File: config.mk
export PLATFORM = sky130hd
export DESIGN_NAME = pipeline_trace_buffer
export DESIGN_NICKNAME = d
export VERILOG_FILES = /design/src/rtl/pipeline_trace_buffer.sv
export SDC_FILE = /design/constraint.sdc
export NUM_CORES = 2
export LEC_CHECK = 0
export ABC_CLOCK_PERIOD_IN_PS = 12150
export CAP_MARGIN = 40
export CELL_PAD_IN_SITES_DETAIL_PLACEMENT = 2
export CELL_PAD_IN_SITES_GLOBAL_PLACEMENT = 2
export CORE_AREA = 2 2 440 442
export DETAILED_ROUTE_END_ITERATION = 12
export DIE_AREA = 0 0 442 444
export GPL_ROUTABILITY_DRIVEN = 0
export PLACE_DENSITY_LB_ADDON = 0.1
export SETUP_SLACK_MARGIN = 0.3
export SLEW_MARGIN = 30
export SYNTH_ARGS = -nofsm -noshare
export SYNTH_HDL_FRONTEND = slang
export SYNTH_SLANG_ARGS = --single-unit
File: constraint.sdc
create_clock -name clk -period 12.15 [get_ports clk]
set_input_delay 3.0375 -clock clk [delete_from_list [all_inputs] [get_ports clk]]
set_output_delay 3.0375 -clock clk [all_outputs]
set_load 0.02 [all_outputs]
File: src/rtl/pipeline_trace_buffer.sv
// rtl/pipeline_trace_buffer.sv - circular trace capture buffer with trigger/post-count freeze; optional stamps via TRACE_TIMESTAMP_EN
module pipeline_trace_buffer #(
  parameter int CH_W   = 32,
  parameter int NUM_CH = 4,
  parameter int DEPTH  = 16,
  parameter int CYC_W  = 32
) (
  input  logic                             clk,
  input  logic                             reset,
  input  logic [NUM_CH*CH_W-1:0]           probe_in,
  input  logic                             probe_valid,
  input  logic                             arm,
  input  logic                             trigger,
  input  logic [$clog2(DEPTH)-1:0]         post_count,
  input  logic                             rd_req,
  output logic                             rd_valid,
  output logic [NUM_CH*CH_W-1:0]           rd_data,
  output logic [CYC_W-1:0]                 rd_ts,
  output logic                             rd_trig,
  output logic [1:0]                       state,
  output logic [$clog2(DEPTH):0]           count,
  output logic                             overflow,
  output logic [CYC_W-1:0]                 cycle_count
);

  localparam int PW = $clog2(DEPTH);
  localparam int DW = NUM_CH * CH_W;
  localparam logic [PW:0] FULL = (PW+1)'(DEPTH);

  typedef enum logic [1:0] {
    S_IDLE  = 2'd0,
    S_ARMED = 2'd1,
    S_POST  = 2'd2,
    S_DONE  = 2'd3
  } state_t;

  state_t cur_state, nxt_state;

  logic [PW-1:0] wr_ptr, rd_ptr, remaining;
  logic          capture, do_read, do_clear, trig_accept, trig_bit;

  // Buffer storage: no reset, contents are meaningless until written after an arm
  logic [DW-1:0] mem_data [DEPTH];
  logic          mem_trig [DEPTH];
`ifdef TRACE_TIMESTAMP_EN
  logic [CYC_W-1:0] mem_ts [DEPTH];
`endif

  assign state = cur_state;

  // Free-running cycle counter, wraps naturally
  always_ff @(posedge clk or negedge reset) begin
    if (!reset) cycle_count <= '0;
    else        cycle_count <= cycle_count + CYC_W'(1);
  end

  // State register
  always_ff @(posedge clk or negedge reset) begin
    if (!reset) cur_state <= S_IDLE;
    else        cur_state <= nxt_state;
  end

  // Next-state and per-cycle control strobes; capture and read live in disjoint states
  always_comb begin
    nxt_state   = cur_state;
    capture     = 1'b0;
    do_read     = 1'b0;
    do_clear    = 1'b0;
    trig_accept = 1'b0;
    trig_bit    = 1'b0;
    case (cur_state)
      S_IDLE: begin
        if (arm) begin
          do_clear  = 1'b1;
          nxt_state = S_ARMED;
        end
      end
      S_ARMED: begin
        capture  = probe_valid;
        trig_bit = trigger;
        if (trigger) begin
          trig_accept = 1'b1;
          nxt_state   = (post_count == '0) ? S_DONE : S_POST;
        end
      end
      S_POST: begin
        capture = probe_valid;
        // remaining is never 0 here: POST is only entered with a non-zero post_count
        if (probe_valid && remaining == PW'(1)) nxt_state = S_DONE;
      end
      S_DONE: begin
        if (arm) begin
          do_clear  = 1'b1;
          nxt_state = S_ARMED;
        end else if (rd_req && count != '0) begin
          do_read = 1'b1;
        end
      end
      default: nxt_state = S_IDLE;
    endcase
  end

  // Pointers, occupancy, sticky overflow and post-trigger countdown
  always_ff @(posedge clk or negedge reset) begin
    if (!reset) begin
      wr_ptr    <= '0;
      rd_ptr    <= '0;
      count     <= '0;
      overflow  <= 1'b0;
      remaining <= '0;
    end else if (do_clear) begin
      wr_ptr   <= '0;
      rd_ptr   <= '0;
      count    <= '0;
      overflow <= 1'b0;
    end else begin
      if (capture) begin
        wr_ptr <= wr_ptr + PW'(1);
        if (count == FULL) begin
          // Full: drop the oldest entry so the buffer keeps the most recent DEPTH samples
          rd_ptr   <= rd_ptr + PW'(1);
          overflow <= 1'b1;
        end else begin
          count <= count + (PW+1)'(1);
        end
      end
      if (do_read) begin
        rd_ptr <= rd_ptr + PW'(1);
        count  <= count - (PW+1)'(1);
      end
      if (trig_accept)
        remaining <= post_count;
      else if (capture && cur_state == S_POST)
        remaining <= remaining - PW'(1);
    end
  end

  // Sample write into the circular buffer
  always_ff @(posedge clk) begin
    if (capture) begin
      mem_data[wr_ptr] <= probe_in;
      mem_trig[wr_ptr] <= trig_bit;
`ifdef TRACE_TIMESTAMP_EN
      mem_ts[wr_ptr]   <= cycle_count;
`endif
    end
  end

  // Registered read port; data holds its last popped value between reads
  always_ff @(posedge clk or negedge reset) begin
    if (!reset) begin
      rd_valid <= 1'b0;
      rd_data  <= '0;
      rd_trig  <= 1'b0;
`ifdef TRACE_TIMESTAMP_EN
      rd_ts    <= '0;
`endif
    end else begin
      rd_valid <= do_read;
      if (do_read) begin
        rd_data <= mem_data[rd_ptr];
        rd_trig <= mem_trig[rd_ptr];
`ifdef TRACE_TIMESTAMP_EN
        rd_ts   <= mem_ts[rd_ptr];
`endif
      end
    end
  end

`ifndef TRACE_TIMESTAMP_EN
  assign rd_ts = '0;
`endif

endmodule

Word-level counts from Yosys, hierarchy flattened. Memories as Yosys holds them, arrays and structs flattened. A register that Yosys moved wholly into a read port is not among the register bits. Cells that the tools add are included.

Bits in registers: 53. Bits in latches: 0. Bits in writable memories: 2064. Memory bits (read-only): 0. Input port bits: 138. Output and inout bits: 202. Logic and storage cells: 77. Memories kept: 2.

$add $sub $neg: 6. Multiply operators: 0. Divide/modulo/power cells: 0. Order comparisons: 0. Eq/ne operators: 9. Shift-type cells: 0. Mux-type cells: 31. Bitwise logic cells: 1. Reduce and logical (&&, ||, !) cells: 20.

Memories: mem_data (words 16, bits a word 128, read ports 1, clocked after Yosys merged registers in 1, wr ports 1, RTL line 43) `logic [DW-1:0] mem_data [DEPTH];`; mem_trig (words 16, bits a word 1, read ports 1, clocked after Yosys merged registers in 1, wr ports 1, RTL line 44) `logic mem_trig [DEPTH];`.

Operators with widths (count): 32-bit by 1-bit adder with 32-bit output, second input constant (1); 4-bit two-way mux (8); 5-bit two-way mux (4); 1-bit two-way mux (15); 4-bit by 1-bit adder with 4-bit output, second input constant (2); 2-bit AND reduction (4); 2-bit two-way mux (3); 2-bit one-hot mux with 3 select lines (1); 2-bit nonzero test (3); 3-bit nonzero test (2); 5-bit by 1-bit adder with 5-bit output, second input constant (1); 5-bit equality test, second input constant (1); 5-bit nonzero test (1); 5-bit by 1-bit subtractor with 5-bit output, second input constant (1); 2-bit equality test, second input constant (2); 4-bit by 1-bit equality test with 1-bit output, second input constant (1); 4-bit zero test (1); 2-bit inequality test, second input constant (2); 2-bit OR reduction (2); 4-bit by 1-bit subtractor with 4-bit output, second input constant (1); 1-bit logical AND (3); 3-bit inequality test, second input constant (1); 3-bit AND reduction (1); 2-bit by 1-bit equality test with 1-bit output, second input constant (1); 4 further kinds (5).

Longest topological paths before layout.
Word-level depth: 7. Mapped depth: 12. Gate-level depth less buffers: 10.

Least setup slack after synthesis. No wires, ideal clock.

Kind: input to register. From: input probe_valid. To: memory mem_data[10][0] in the netlist's numbering (enable). Library setup time: 503 ps. Arrival: 6584 ps. Required time: 11647 ps. Setup slack: 5063 ps. Stages on the path: 4. Path buffers: 1. Path through: nand2b_1 > clkbuf_1 > nor3b_1 > and2_1.

Cells in the longest elaborated chain, start to end: 3.

RTL lines: start: declaration (RTL line 11) `input logic probe_valid,`; 1-bit two-way mux (RTL line 71) `case (cur_state)`; 1-bit two-way mux (RTL line 140) `if (capture) begin`; 1-bit two-way mux (not written as such) (RTL line 141) `mem_data[wr_ptr] <= probe_in;`; end: declaration (RTL line 43).

No other way between the ends.

Worst setup path after layout.
From: input probe_valid. To: memory mem_data[7][91] in the netlist's numbering (enable).

The elaborated chain is that of the path after synthesis.

==> impl_metrics.py <==
metrics = {
    "finish": {
        "multi_input_area_mm2": 0.01793,
        "final_nets": 4715,
        "final_cell_mix": "2064 x edfxtp_1, 370 x mux4_2, 306 x clkdlybuf4s50_1",
        "mostFrequentLayoutCell": "edfxtp_1",
        "areaGrowthSynthToFinish_pct": 15.79,
        "ff_latch_area_mm2": 0.06655,
        "drive_above_1_share_pct": 19.92,
        "layout.cells.non_filler": 7301,
        "fill_cells": 16400,
    },
    "min_path": {
        "holdPathStages": 1,
        "hp-start": "cycle_count[31]",
        "whs_endpoint": "cycle_count[31]",
        "hold_path.class": "flip-flop to flip-flop",
    },
    "placed_design": {
        "hpwl_mm": 138.0,
        "place_ws_ps": 5674,
        "portBuffers": 307,
        "place_inst": 6843,
    },
    "setup_path": {
        "crit_path_cell_trace": "clkdlybuf4s50_1, nor2b_1, nand2_1, nor2_1, and2_4, buf_16, buf_4",
        "crit_type": "input pin to flip-flop",
        "cp_max_fo": 41,
        "cp_slowest_stage_delay_ps": 670,
        "worstPathRequired_ps": 12630,
        "reg2reg_from": "rd_ptr[1]",
        "worstRegToRegCells": 8,
        "critPathSlowestCell": "buf_4",
        "end_kind": "flip-flop",
        "reg2reg_slack_ps": 7870,
        "r2r-end": "rd_data[45]",
        "crit_path_start_kind": "input pin",
        "crit_arrival_ps": 6070,
    },
    "power_and_ir_drop": {
        "peakVddDrop_mv": 0.1340,
        "p_per_area_mw_per_mm2": 204.9,
        "power.leakage_nw": 31.14,
    },
    "die": {
        "core-area_mm2": 0.1916,
        "start_util_pct": 44.84,
        "num_rows": 161,
        "die_area_mm2": 0.1962,
        "dieHeight_um": 444,
        "boundaryPins": 340,
        "dieWidth_um": 442,
    },
    "sta": {
        "tightest_slew_ps": 1039,
        "hold_violations": 0,
        "maxSlewViolCount": 0,
        "tns_ps": 0,
        "fin_ws_ps": 6567,
        "max_freq_mhz": 179.1,
        "period_needed_ps": 5583,
        "max-slew-margin-rel_pct": 30.71,
        "grt_setup_unrepaired": "false",
        "setup_viol": 0,
        "skew_ps": 26.43,
        "fin_crit_sh_pct": 45.95,
    },
    "run_status": {
        "status": "finished, final reports clean",
    },
    "yosys": {
        "ys_types": 50,
        "syn_inst": 4161,
        "yosys-top-cells-area": "edfxtp_1 72%, mux4_2 9.7%, dfrtp_1 5.3%",
        "yosys_warnings": 0,
        "yosys.area.top_type_share_pct": 72.15,
        "seq_area_frac_synth_pct": 77.45,
        "syn_area_mm2": 0.08590,
        "yosysTopAreaCell": "edfxtp_1",
        "synth_area_per_cell_um2": 20.64,
        "ys_seq_elements": 2246,
    },
    "clock_network": {
        "cts_tree": "yes",
        "cts_hold_buf": 0,
        "cts_sinks": 2246,
        "htree_num_levels": 4,
        "clk-insertion-delay-late_ps": 880,
        "cts-root-buf": "clkbuf_16",
        "clockBufferDepth": 3,
        "postCtsSetupBuffers": 0,
        "cts_buffers": 231,
        "clk_pin_slew_ps": 60,
        "cts_resized": 0,
    },
    "drt": {
        "drt_iter0_markers": 3177,
        "viasPerCell": 5.864,
        "wl_per_cell_um": 33.18,
        "num_vias": 42810,
        "wl_met1_mm": 100.5,
        "dr_wl_met3_mm": 9.575,
        "final_antenna_net_count": 0,
        "drc": 0,
        "wl_met2_mm": 126.2,
        "drt-total-wl_mm": 242.2,
        "top_layer": "met5",
        "drtPass1Iterations": 7,
    },
    "global_routing": {
        "grt_max_degree": 113,
        "grt-ovfl-total": 0,
        "antenna_found_initial": 15,
        "grt.total_usage_pct": 24.85,
        "grt_pass1_wl_mm": 352.3,
        "first_global_vias": 48040,
    },
    "flow_run": {
        "drv_cap": 0,
    },
}
==> cells in the mapped netlist (all sizes together) <==
master / count
inv: 18
a31oi: 129
nand3b: 1
o2111ai: 1
dfrtp: 182
ha: 14
edfxtp: 2064
buf: 200
nor3: 5
fa: 1
nor3b: 2
mux2i: 263
o21ai: 145
nand3: 25
a221oi: 129
nand2: 152
mux4: 387
a21oi: 9
a32o: 1
o2bb2ai: 1
a22oi: 2
o41ai: 1
nand2b: 2
xnor2: 21
conb: 1
nor2b: 4
nand4: 7
and2: 17
nor4: 3
and4: 1
and3: 4
or4: 1
mux2: 129
o22ai: 1
xor2: 13
nand4bb: 1
o211ai: 1
and3b: 2
a21o: 1
o21a: 2
nor2: 151
clkbuf: 67
==> flip-flops by register name (all words and copies together), names as in the netlist <==
register / cells
mem_data: 2048
remaining: 4
rd_data: 128
rd_valid: 1
cycle_count: 32
overflow: 1
wr_ptr: 4
rd_trig: 1
count: 5
state: 2
mem_trig: 16
rd_ptr: 4
==> layer usage <==
layer / up-vias / global-route usage [%]
li1: 17870 / -
met4: 4 / 7.926
met5: - / 0
met3: 302 / 3.500
met1: 23540 / 32.40
met2: 1095 / 43.18
==> cells by family (layout without fill, tap and decap cells) <==
group                    Yosys count  in the layout  synth area share (%)
multiplexers                     779            779                 14.98
XOR/XNOR                          34             34                0.3467
flip-flops                      2246           2246                 77.45
other                              1             43              0.004365
AND/OR/NAND/NOR                  378            378                 1.866
AO/OA/AOI/OAI                    423            423                 3.258
adder cells (fa/ha/maj)           15             15                0.2272
buffers and inverters            285            857                 1.867
==> worst max-delay path, delay by kind of cell <==
kind          cells  cell delay, ps
buf+inv           3            1470
simple gates      4            1350
==> layout make-up <==
class	count	area share (%)
sequential	2246	66.91
multi-input combinational	1661	18.03
clock buffer	332	6.467
timing repair buffer	404	4.491
tap	2526	3.178
clock inverter	103	0.8152
inverter	18	0.08051
antenna	11	0.02768
==> worst max path at each step <==
stage	cells past startpoint	to	startpoint	slack (ps)
6_report	7	mem_data[7][91]	probe_valid	6570
5_1_grt	10	count[3]	arm	6390
4_1_cts	7	mem_data[5][91]	probe_valid	6590
3_5_place_dp	7	mem_data[5][121]	probe_valid	5670
3_3_place_gp	6	mem_data[5][113]	probe_valid	5460
2_1_floorplan	4	mem_data[10][0]	probe_valid	5060
==> metrics by stage <==
| step | cell area, um2 | power [W] | util, % | hold slack (ps) |
|---|---|---|---|---|
| after floorplan | 86020 | 0.01199 | - | 472.8 |
| after global placement | 91410 | 0.01353 | 47.72 | 465.0 |
| after detailed placement | 91960 | 0.01374 | 48.00 | 467.3 |
| after CTS | 99200 | 0.02062 | 51.78 | 477.8 |
| after global routing | 99450 | 0.02114 | 51.91 | 508.7 |
| final | 99460 | 0.02038 | 51.92 | 471.5 |
==> report_power, final <==
part	switching [W]	internal, W	leakage [nW]
sequential	0.000428	0.00905	20.7
clock	0.00296	0.00387	3.55
combinational	0.00233	0.00173	6.87
(Power assumes the default switching activity.)
